[src/rtl/sha256_pkg.sv]
// Shared constants, FIFO entry layout and TX state for the SHA-256 digest transmitter.
// Define SHA256_TX_LEN_EN to append the 64-bit message bit length to every packet.
package sha256_pkg;

   localparam int unsigned DIGEST_BYTES = 32;
   localparam int unsigned LEN_BYTES    = 8;

`ifdef SHA256_TX_LEN_EN
   localparam int unsigned PKT_LAST = DIGEST_BYTES + LEN_BYTES - 1;
`else
   localparam int unsigned PKT_LAST = DIGEST_BYTES - 1;
`endif

   localparam int unsigned CNT_W = $clog2(PKT_LAST + 1);

   typedef struct packed {
      logic [31:0]  id;
`ifdef SHA256_TX_LEN_EN
      logic [60:0]  len;
`endif
      logic [255:0] sha;
   } entry_t;

   localparam int unsigned ENTRY_W = $bits(entry_t);

   typedef enum logic {StIdle, StSend} tx_state_t;

   // Byte n of the packet, most significant byte first.
   function automatic logic [7:0] pkt_byte(entry_t e, logic [CNT_W-1:0] n);
      logic [255:0] s;
`ifdef SHA256_TX_LEN_EN
      logic [63:0]  l;
      l = {e.len, 3'b000} << {n[2:0], 3'b000};
      if (n >= CNT_W'(DIGEST_BYTES)) return l[63:56];
`endif
      s = e.sha << {n[4:0], 3'b000};
      return s[255:248];
   endfunction

endpackage

[src/rtl/sha256_digest_fifo.sv]
// Synchronous digest FIFO; exposes both the head and the entry behind it so the
// transmitter can start the next packet without a bubble.
module sha256_digest_fifo
   import sha256_pkg::*;
#(
   parameter int unsigned DEPTH = 4
) (
   input  logic                     clk,
   input  logic                     rst,
   input  logic                     push,
   input  logic                     pop,
   input  logic [ENTRY_W-1:0]       wdata,
   output logic [ENTRY_W-1:0]       head,
   output logic [ENTRY_W-1:0]       next,
   output logic [$clog2(DEPTH):0]   level,
   output logic                     full,
   output logic                     empty
);

   localparam int unsigned AW = $clog2(DEPTH);
   localparam int unsigned LW = AW + 1;

   logic [ENTRY_W-1:0] mem [DEPTH];
   logic [AW-1:0]      wptr_q, rptr_q;
   logic               do_push, do_pop;

   assign full    = (level == LW'(DEPTH));
   assign empty   = (level == '0);
   assign do_pop  = pop & ~empty;
   // A pop in the same cycle frees the slot being written.
   assign do_push = push & (~full | do_pop);
   assign head    = mem[rptr_q];
   assign next    = mem[rptr_q + AW'(1)];

   always_ff @(posedge clk) begin
      if (do_push) mem[wptr_q] <= wdata;
   end

   always_ff @(posedge clk or posedge rst) begin
      if (rst) begin
         wptr_q <= '0;
         rptr_q <= '0;
         level  <= '0;
      end else begin
         if (do_push) wptr_q <= wptr_q + AW'(1);
         if (do_pop)  rptr_q <= rptr_q + AW'(1);
         level <= level + LW'(do_push) - LW'(do_pop);
      end
   end

endmodule

[src/rtl/sha256_digest_tx.sv]
// Buffers SHA-256 results and streams each digest as a big-endian byte packet.
// Define SHA256_TX_LEN_EN to append the bit length after the digest.
module sha256_digest_tx
   import sha256_pkg::*;
#(
   parameter int unsigned DEPTH = 4
) (
   input  logic                     clk,
   input  logic                     rst,
   input  logic                     ivalid,
   input  logic [31:0]              iid,
   input  logic [60:0]              ilen,
   input  logic [255:0]             isha,
   input  logic                     tready,
   output logic                     tvalid,
   output logic                     tlast,
   output logic [31:0]              tid,
   output logic [7:0]               tdata,
   output logic [$clog2(DEPTH):0]   level,
   output logic                     overflow
);

   localparam int unsigned LW = $clog2(DEPTH) + 1;

   entry_t             wentry, head_e, next_e;
   logic [ENTRY_W-1:0] head, next;
   logic               full, empty, pop;
   tx_state_t          state;
   logic [CNT_W-1:0]   cnt, cnt_nxt;

`ifdef SHA256_TX_LEN_EN
   always_comb begin
      wentry     = '0;
      wentry.id  = iid;
      wentry.len = ilen;
      wentry.sha = isha;
   end
`else
   logic unused_ilen;
   assign unused_ilen = ^ilen;

   always_comb begin
      wentry     = '0;
      wentry.id  = iid;
      wentry.sha = isha;
   end
`endif

   assign head_e  = entry_t'(head);
   assign next_e  = entry_t'(next);
   assign cnt_nxt = cnt + CNT_W'(1);
   assign pop     = (state == StSend) & tvalid & tready & tlast;

   sha256_digest_fifo #(
      .DEPTH (DEPTH)
   ) u_fifo (
      .clk   (clk),
      .rst   (rst),
      .push  (ivalid),
      .pop   (pop),
      .wdata (wentry),
      .head  (head),
      .next  (next),
      .level (level),
      .full  (full),
      .empty (empty)
   );

   always_ff @(posedge clk or posedge rst) begin
      if (rst) begin
         state    <= StIdle;
         cnt      <= '0;
         tvalid   <= 1'b0;
         tlast    <= 1'b0;
         tid      <= '0;
         tdata    <= '0;
         overflow <= 1'b0;
      end else begin
         if (ivalid & full & ~pop) overflow <= 1'b1;
         case (state)
            StIdle: begin
               if (!empty) begin
                  state  <= StSend;
                  cnt    <= '0;
                  tvalid <= 1'b1;
                  tlast  <= 1'b0;
                  tid    <= head_e.id;
                  tdata  <= pkt_byte(head_e, '0);
               end
            end
            StSend: begin
               if (tready) begin
                  if (tlast) begin
                     // The entry behind the popped head is already stored; chain directly.
                     if (level > LW'(1)) begin
                        cnt   <= '0;
                        tlast <= 1'b0;
                        tid   <= next_e.id;
                        tdata <= pkt_byte(next_e, '0);
                     end else begin
                        state  <= StIdle;
                        tvalid <= 1'b0;
                        tlast  <= 1'b0;
                     end
                  end else begin
                     cnt   <= cnt_nxt;
                     tlast <= (cnt_nxt == CNT_W'(PKT_LAST));
                     tdata <= pkt_byte(head_e, cnt_nxt);
                  end
               end
            end
            default: state <= StIdle;
         endcase
      end
   end

endmodule

[config.mk]
export PLATFORM = sky130hd
export DESIGN_NAME = sha256_digest_tx
export DESIGN_NICKNAME = d
export VERILOG_FILES = /design/src/rtl/sha256_pkg.sv /design/src/rtl/sha256_digest_fifo.sv /design/src/rtl/sha256_digest_tx.sv
export SDC_FILE = /design/constraint.sdc
export NUM_CORES = 1
export LEC_CHECK = 0
export CAP_MARGIN = 10
export CELL_PAD_IN_SITES_DETAIL_PLACEMENT = 0
export CELL_PAD_IN_SITES_GLOBAL_PLACEMENT = 1
export CORE_UTILIZATION = 25
export DETAILED_ROUTE_END_ITERATION = 6
export PLACE_DENSITY_LB_ADDON = 0.1
export SETUP_SLACK_MARGIN = 0.5
export SYNTH_ARGS = -nofsm -noshare
export SYNTH_HDL_FRONTEND = slang
export SYNTH_SLANG_ARGS = --single-unit
[constraint.sdc]
create_clock -name clk -period 10 [get_ports clk]
set_input_delay 1.5 -clock clk [delete_from_list [all_inputs] [get_ports clk]]
set_output_delay 1.5 -clock clk [all_outputs]
set_load 0.01 [all_outputs]
Yosys cells after proc, flatten, opt, wreduce, memory -nomap -nowiden
Memories as Yosys holds them, arrays and structs flattened. Cells that the tools add are included. W data, S select, Z words.

Memories kept: 1. Input bits: 353. Bits in writable memories: 1152. Register bits after elaboration: 56. Word-level logic and storage cells: 74.

Memory list: u_fifo.mem (depth 4, width 288, rd ports 2, clocked after memory_dff 0, write ports 1, RTL line sha256_digest_fifo.sv:23) `logic [ENTRY_W-1:0] mem [DEPTH];`.

Shift-type cells: 1. $lt $le $gt $ge: 1. Multiplexer cells: 31. Reduce and logical (&&, ||, !) cells: 5. Bitwise operators: 12. Add/subtract/negate cells: 5. Eq/ne operators: 8.

Operator list (count): $shl A256 B8 Y256 (1); $mux W32 (4); $pmux W32 S2 (1); $mux W8 (4); $mux W5 (4); $pmux W8 S2 (1); $mux W1 (13); $pmux W5 S2 (1); $ne A2 B2 Y1 const B (4); $reduce_and A4 Y1 (2); $and A1 B1 Y1 (7); $pmux W1 S2 (3); $add A5 B1 Y5 const B (1); $eq A5 B5 Y1 const B (1); $add A2 B1 Y2 const B (2); $not A1 Y1 (4); $add A3 B1 Y3 (1); $eq A3 B3 Y1 const B (1); $gt A3 B1 Y1 const B (1); $logic_not A3 Y1 (1); $ne A3 B2 Y1 const B (1); $reduce_and A3 Y1 (1); $sub A3 B1 Y3 (1); $ne A2 B1 Y1 const B (1); 2 further kinds (2).

Logic depth before layout (Yosys ltp)
Depth after elaboration: 8. Depth in mapped cells: 13. Mapped depth without buffers: 8.

Hierarchy
Synthesis repeated with hierarchy kept, for this count alone.

Cells, all modules: 2359. Area total of the unflattened synthesis: 53752.8 µm².

By module, submodules not included: sha256_digest_fifo (area an instance 48931.9 µm², cells each 1893, times used 1, seq. area each 34768.3 µm²); sha256_digest_tx (area an instance 4820.9 µm², cells each 466, times used 1, seq. area each 1226.2 µm²).

Least setup slack after synthesis
OpenSTA, ideal clock, no wires.

Kind: input to register. From: in tready. To: mem u_fifo.mem[2][0] in the netlist's numbering (enable). Setup slack: 0.680 ns. Data arrival time: 8.634 ns. Stages on the path: 3. Cell sequence: nand4_1 > a31oi_1 > and2_1.

Longest elaborated chain between the ends: 7.

RTL lines: from (decl) (RTL line sha256_digest_tx.sv:14) `input logic tready,`; $and A1 B1 Y1 (2 in series) (RTL line sha256_digest_tx.sv:52) `assign pop = (state == StSend) & tvalid & tready & tlast;`; $and A1 B1 Y1 (RTL line sha256_digest_fifo.sv:29) `assign do_pop = pop & ~empty;`; $or A1 B1 Y1 (RTL line sha256_digest_fifo.sv:31) `assign do_push = push & (~full | do_pop);`; $and A1 B1 Y1 (RTL line sha256_digest_fifo.sv:31); named net u_fifo.do_push (RTL line sha256_digest_fifo.sv:25) `logic do_push, do_pop;`; $mux W1 (RTL line sha256_digest_fifo.sv:36) `if (do_push) mem[wptr_q] <= wdata;`; $mux W1 (implied by the code) (RTL line sha256_digest_fifo.sv:36); to (decl) (RTL line sha256_digest_fifo.sv:23).

The timed path passes the listed nets, and every way through them passes these cells.

Worst setup path in the final report
From: in tready. To: mem u_fifo.mem[1][121] in the netlist's numbering (enable).

Same word-level chain as after synthesis.

==> flow_metrics.env <==
export IMPL_status="complete, no violations"
export IMPL_synth_area_per_cell_um2=19.4
export IMPL_grt_usage_pct=14.7
export IMPL_ir_drop_mv=0.168
export IMPL_layout_nets=3213
export IMPL_synth_ff_type="edfxtp_1"
export IMPL_holdCritPathClass="reg -> reg"
export IMPL_synth_edf_count=1152
export IMPL_clk_path_buf_depth=3
export IMPL_cp_max_fo=114
export IMPL_yosysWarnings=0
export IMPL_reg2reg_to="tdata[1]"
export IMPL_multi_input_area_um2=11000
export IMPL_required_ps=10390
export IMPL_drt_wl_total_mm=144
export IMPL_critPathArrivalTime_ps=5090
export IMPL_synth_seq_cells=1208
export IMPL_maxSlewViolCount=0
export IMPL_cts_sinks=1208
export IMPL_num_vias=25100
export IMPL_dp_hpwl_mm=87.8
export IMPL_path_depth=6
export IMPL_p_per_area_nw_per_um2=256
export IMPL_start_kind="primary input"
export IMPL_cts_resized_gates=0
export IMPL_ys_seq_area_share_pct=75.0
export IMPL_fp_dieW_um=440
export IMPL_cts_buffers=146
export IMPL_fmax_ghz=0.213
export IMPL_tightest_slew_ps=1260
export IMPL_grt_pass1_wl_mm=202
export IMPL_finalCritPeriodShare_pct=47.0
export IMPL_holdWs_ps=492
export IMPL_grt_pass1_vias=26400
export IMPL_overflow=0
export IMPL_synthArstFlopShare_pct=4.64
export IMPL_fillCellCount=18400
export IMPL_ant_nets=0
export IMPL_synth_cells=2474
export IMPL_setup_viol=0
export IMPL_r2r_slack_ps=5390
export IMPL_drt_wirelength_per_cell_um=26.2
export IMPL_cts_root_buffer="clkbuf_16"
export IMPL_syn_nets=2837
export IMPL_stdcell_area_um2=58500
export IMPL_final_cell_mix="1,152 x edfxtp_1, 337 x clkdlybuf4s50_1, 251 x mux2i_1"
export IMPL_crit_family="buffers and inverters"
export IMPL_cts_max_level=4
export IMPL_cts_tree="done"
export IMPL_timing_max_cap_violations=0
export IMPL_reg2reg_from="cnt[0]"
export IMPL_insertion_delay_ps=780
export IMPL_min_path_cells=1
export IMPL_r2r_cells=10
export IMPL_rsz0062_at_grt="no"
export IMPL_critPathLaunch="tready"
export IMPL_maxSlewHeadroom_pct=15.7
export IMPL_die_h_um=440
export IMPL_layout_commonest_cell="edfxtp_1"
export IMPL_area_growth_synth_to_final_pct=22.0
export IMPL_routed_via_density=4.57
export IMPL_crit_end="u_fifo.mem[1][121]"
export IMPL_seq_area_um2=36000
export IMPL_period_needed_ps=4700
export IMPL_drc=0
export IMPL_path_clk_slew_ps=50
export IMPL_final_hold_violation_count=0
export IMPL_start_util_pct=25.2
export IMPL_path_class="in -> reg"
export IMPL_holdBufCountCts=0
export IMPL_post_cts_buffers=0
export IMPL_cpPeakStageDelay_ps=700
export IMPL_setup_tns_final_ps=0
export IMPL_cp_num_buf_inv=3
export IMPL_slowest_stage="buf_4"
export IMPL_fp_coreArea_um2=190000
export IMPL_port_buffers=337
export IMPL_layout_drive_gt1_share_pct=16.5
export IMPL_gp_congestion=0.731
export IMPL_synthesis_area_um2=48000
export IMPL_drt_initial_drc_count=1534
export IMPL_path_cells="clkdlybuf4s50_1 > nand4_1 > a31oi_1 > and2_4 > buf_12 > buf_4"
export IMPL_dpl_cell_area_um2=54100
export IMPL_fin_util_pct=30.7
export IMPL_antenna_found_initial=73
export IMPL_leakage_nw=18.2
export IMPL_grt_max_degree=133
export IMPL_fin_skew_ps=26.1
export IMPL_ys_types=65
export IMPL_end_kind="flip-flop"
export IMPL_dr_pass1_iters=5
export IMPL_dieArea_um2=194000
export IMPL_io_pins=399
export IMPL_placementRows=160
worst register-to-register path: stages, from the launching register on:
cell and delay (ps):
dfrtp_4 640, inv_2 280, ha_2 620, inv_2 270, buf_4 320, nand2_1 630, a21oi_1 280, nor4_1 850
buf_4 250, o21ai_0 120, a211oi_2 270
layer usage:
layer | share of wire, % | vias up | track usage, %
met5 | 0.16 | - | 0
li1 | - | 11100 | -
met4 | 3.0 | 36 | 5.33
met3 | 5.1 | 284 | 3.46
met2 | 51 | 645 | 25.1
met1 | 41 | 13000 | 18.1
worst min path at each step:
stage / end / slack (ps) / from
after CTS: overflow / 490 / overflow
final: overflow / 490 / overflow
after global routing: overflow / 510 / overflow
after floorplan: overflow / 500 / overflow
after detailed placement: overflow / 470 / overflow
after global placement: overflow / 470 / overflow
state kept, by name, indices dropped and copies added (netlist names):
name           count
overflow           1
cnt                5
tid               32
tdata              8
state              1
u_fifo.wptr_q      2
u_fifo.rptr_q      2
tvalid             1
tlast              1
u_fifo.mem      1152
u_fifo.level       3
cell type report:
class	count	share of cell area, %
Tap cell	2511	5.37
Timing Repair Buffer	378	6.55
Sequential cell	1208	61.5
Multi-Input combinational cell	1099	18.8
Antenna cell	19	0.0813
Inverter	17	0.111
Clock buffer	192	6.68
Clock inverter	67	0.847
cells in the mapped netlist (2+ instances only):
master	count	area [um^2]
edfxtp_1	1152	34600
mux2i_1	251	2510
mux4_2	162	3650
a22oi_1	93	698
a21oi_1	77	385
o221ai_1	66	578
nor2_1	64	240
nand2_1	59	221
dfrtp_1	56	1400
o22ai_1	50	313
mux2_2	49	552
clkbuf_1	47	176
buf_2	38	190
a22o_1	33	289
o21ai_0	27	135
nand4_1	25	156
buf_4	24	180
buf_6	21	236
nand3_1	19	95.1
inv_1	14	52.6
a221oi_1	10	87.6
and2_1	9	56.3
buf_1	9	33.8
ha_1	9	113
nor3b_1	9	67.6
nor4_1	8	50.1
a211oi_2	7	87.6
a21boi_0	7	52.6
a32o_1	7	70.1
nor2b_1	7	43.8
nor4b_2	7	105
buf_8	6	90.1
xnor2_1	6	52.6
buf_12	4	80.1
a21o_1	3	22.5
inv_2	3	11.3
nor3_1	3	15.0
a31oi_1	2	12.5
and3_1	2	12.5
nand2b_1	2	12.5
o21bai_1	2	15.0
xor2_1	2	17.5
through the flow:
step           power [mW]  setup slack [ps]  cells
3_5_place_dp         10.4              4440   5213
5_1_grt              15.7              5050   5484
4_1_cts              15.4              5070   5472
2_1_floorplan        8.95               680   2474
6_report             15.0              5300   5491
3_3_place_gp         10.3              4440   5213
kinds of logic (layout without fill, tap and decap cells):
kind of cell | Yosys count | count (layout) | share of synthesized area (%)
compound gates | 398 | 398 | 6.01
xor+xnor | 8 | 8 | 0.146
fa+ha+maj | 10 | 10 | 0.276
buf+inv | 167 | 654 | 2.21
flops | 1208 | 1208 | 75.0
mux | 462 | 462 | 14.0
other cells | 0 | 19 | 0
simple gates | 221 | 221 | 2.35
power breakdown:
group | internal (mW) | switching (mW)
combinational | 1.06 | 2.15
clock | 2.85 | 2.05
sequential | 6.64 | 0.249
total | 10.6 | 4.45
Power figures use the tool's default switching activity.
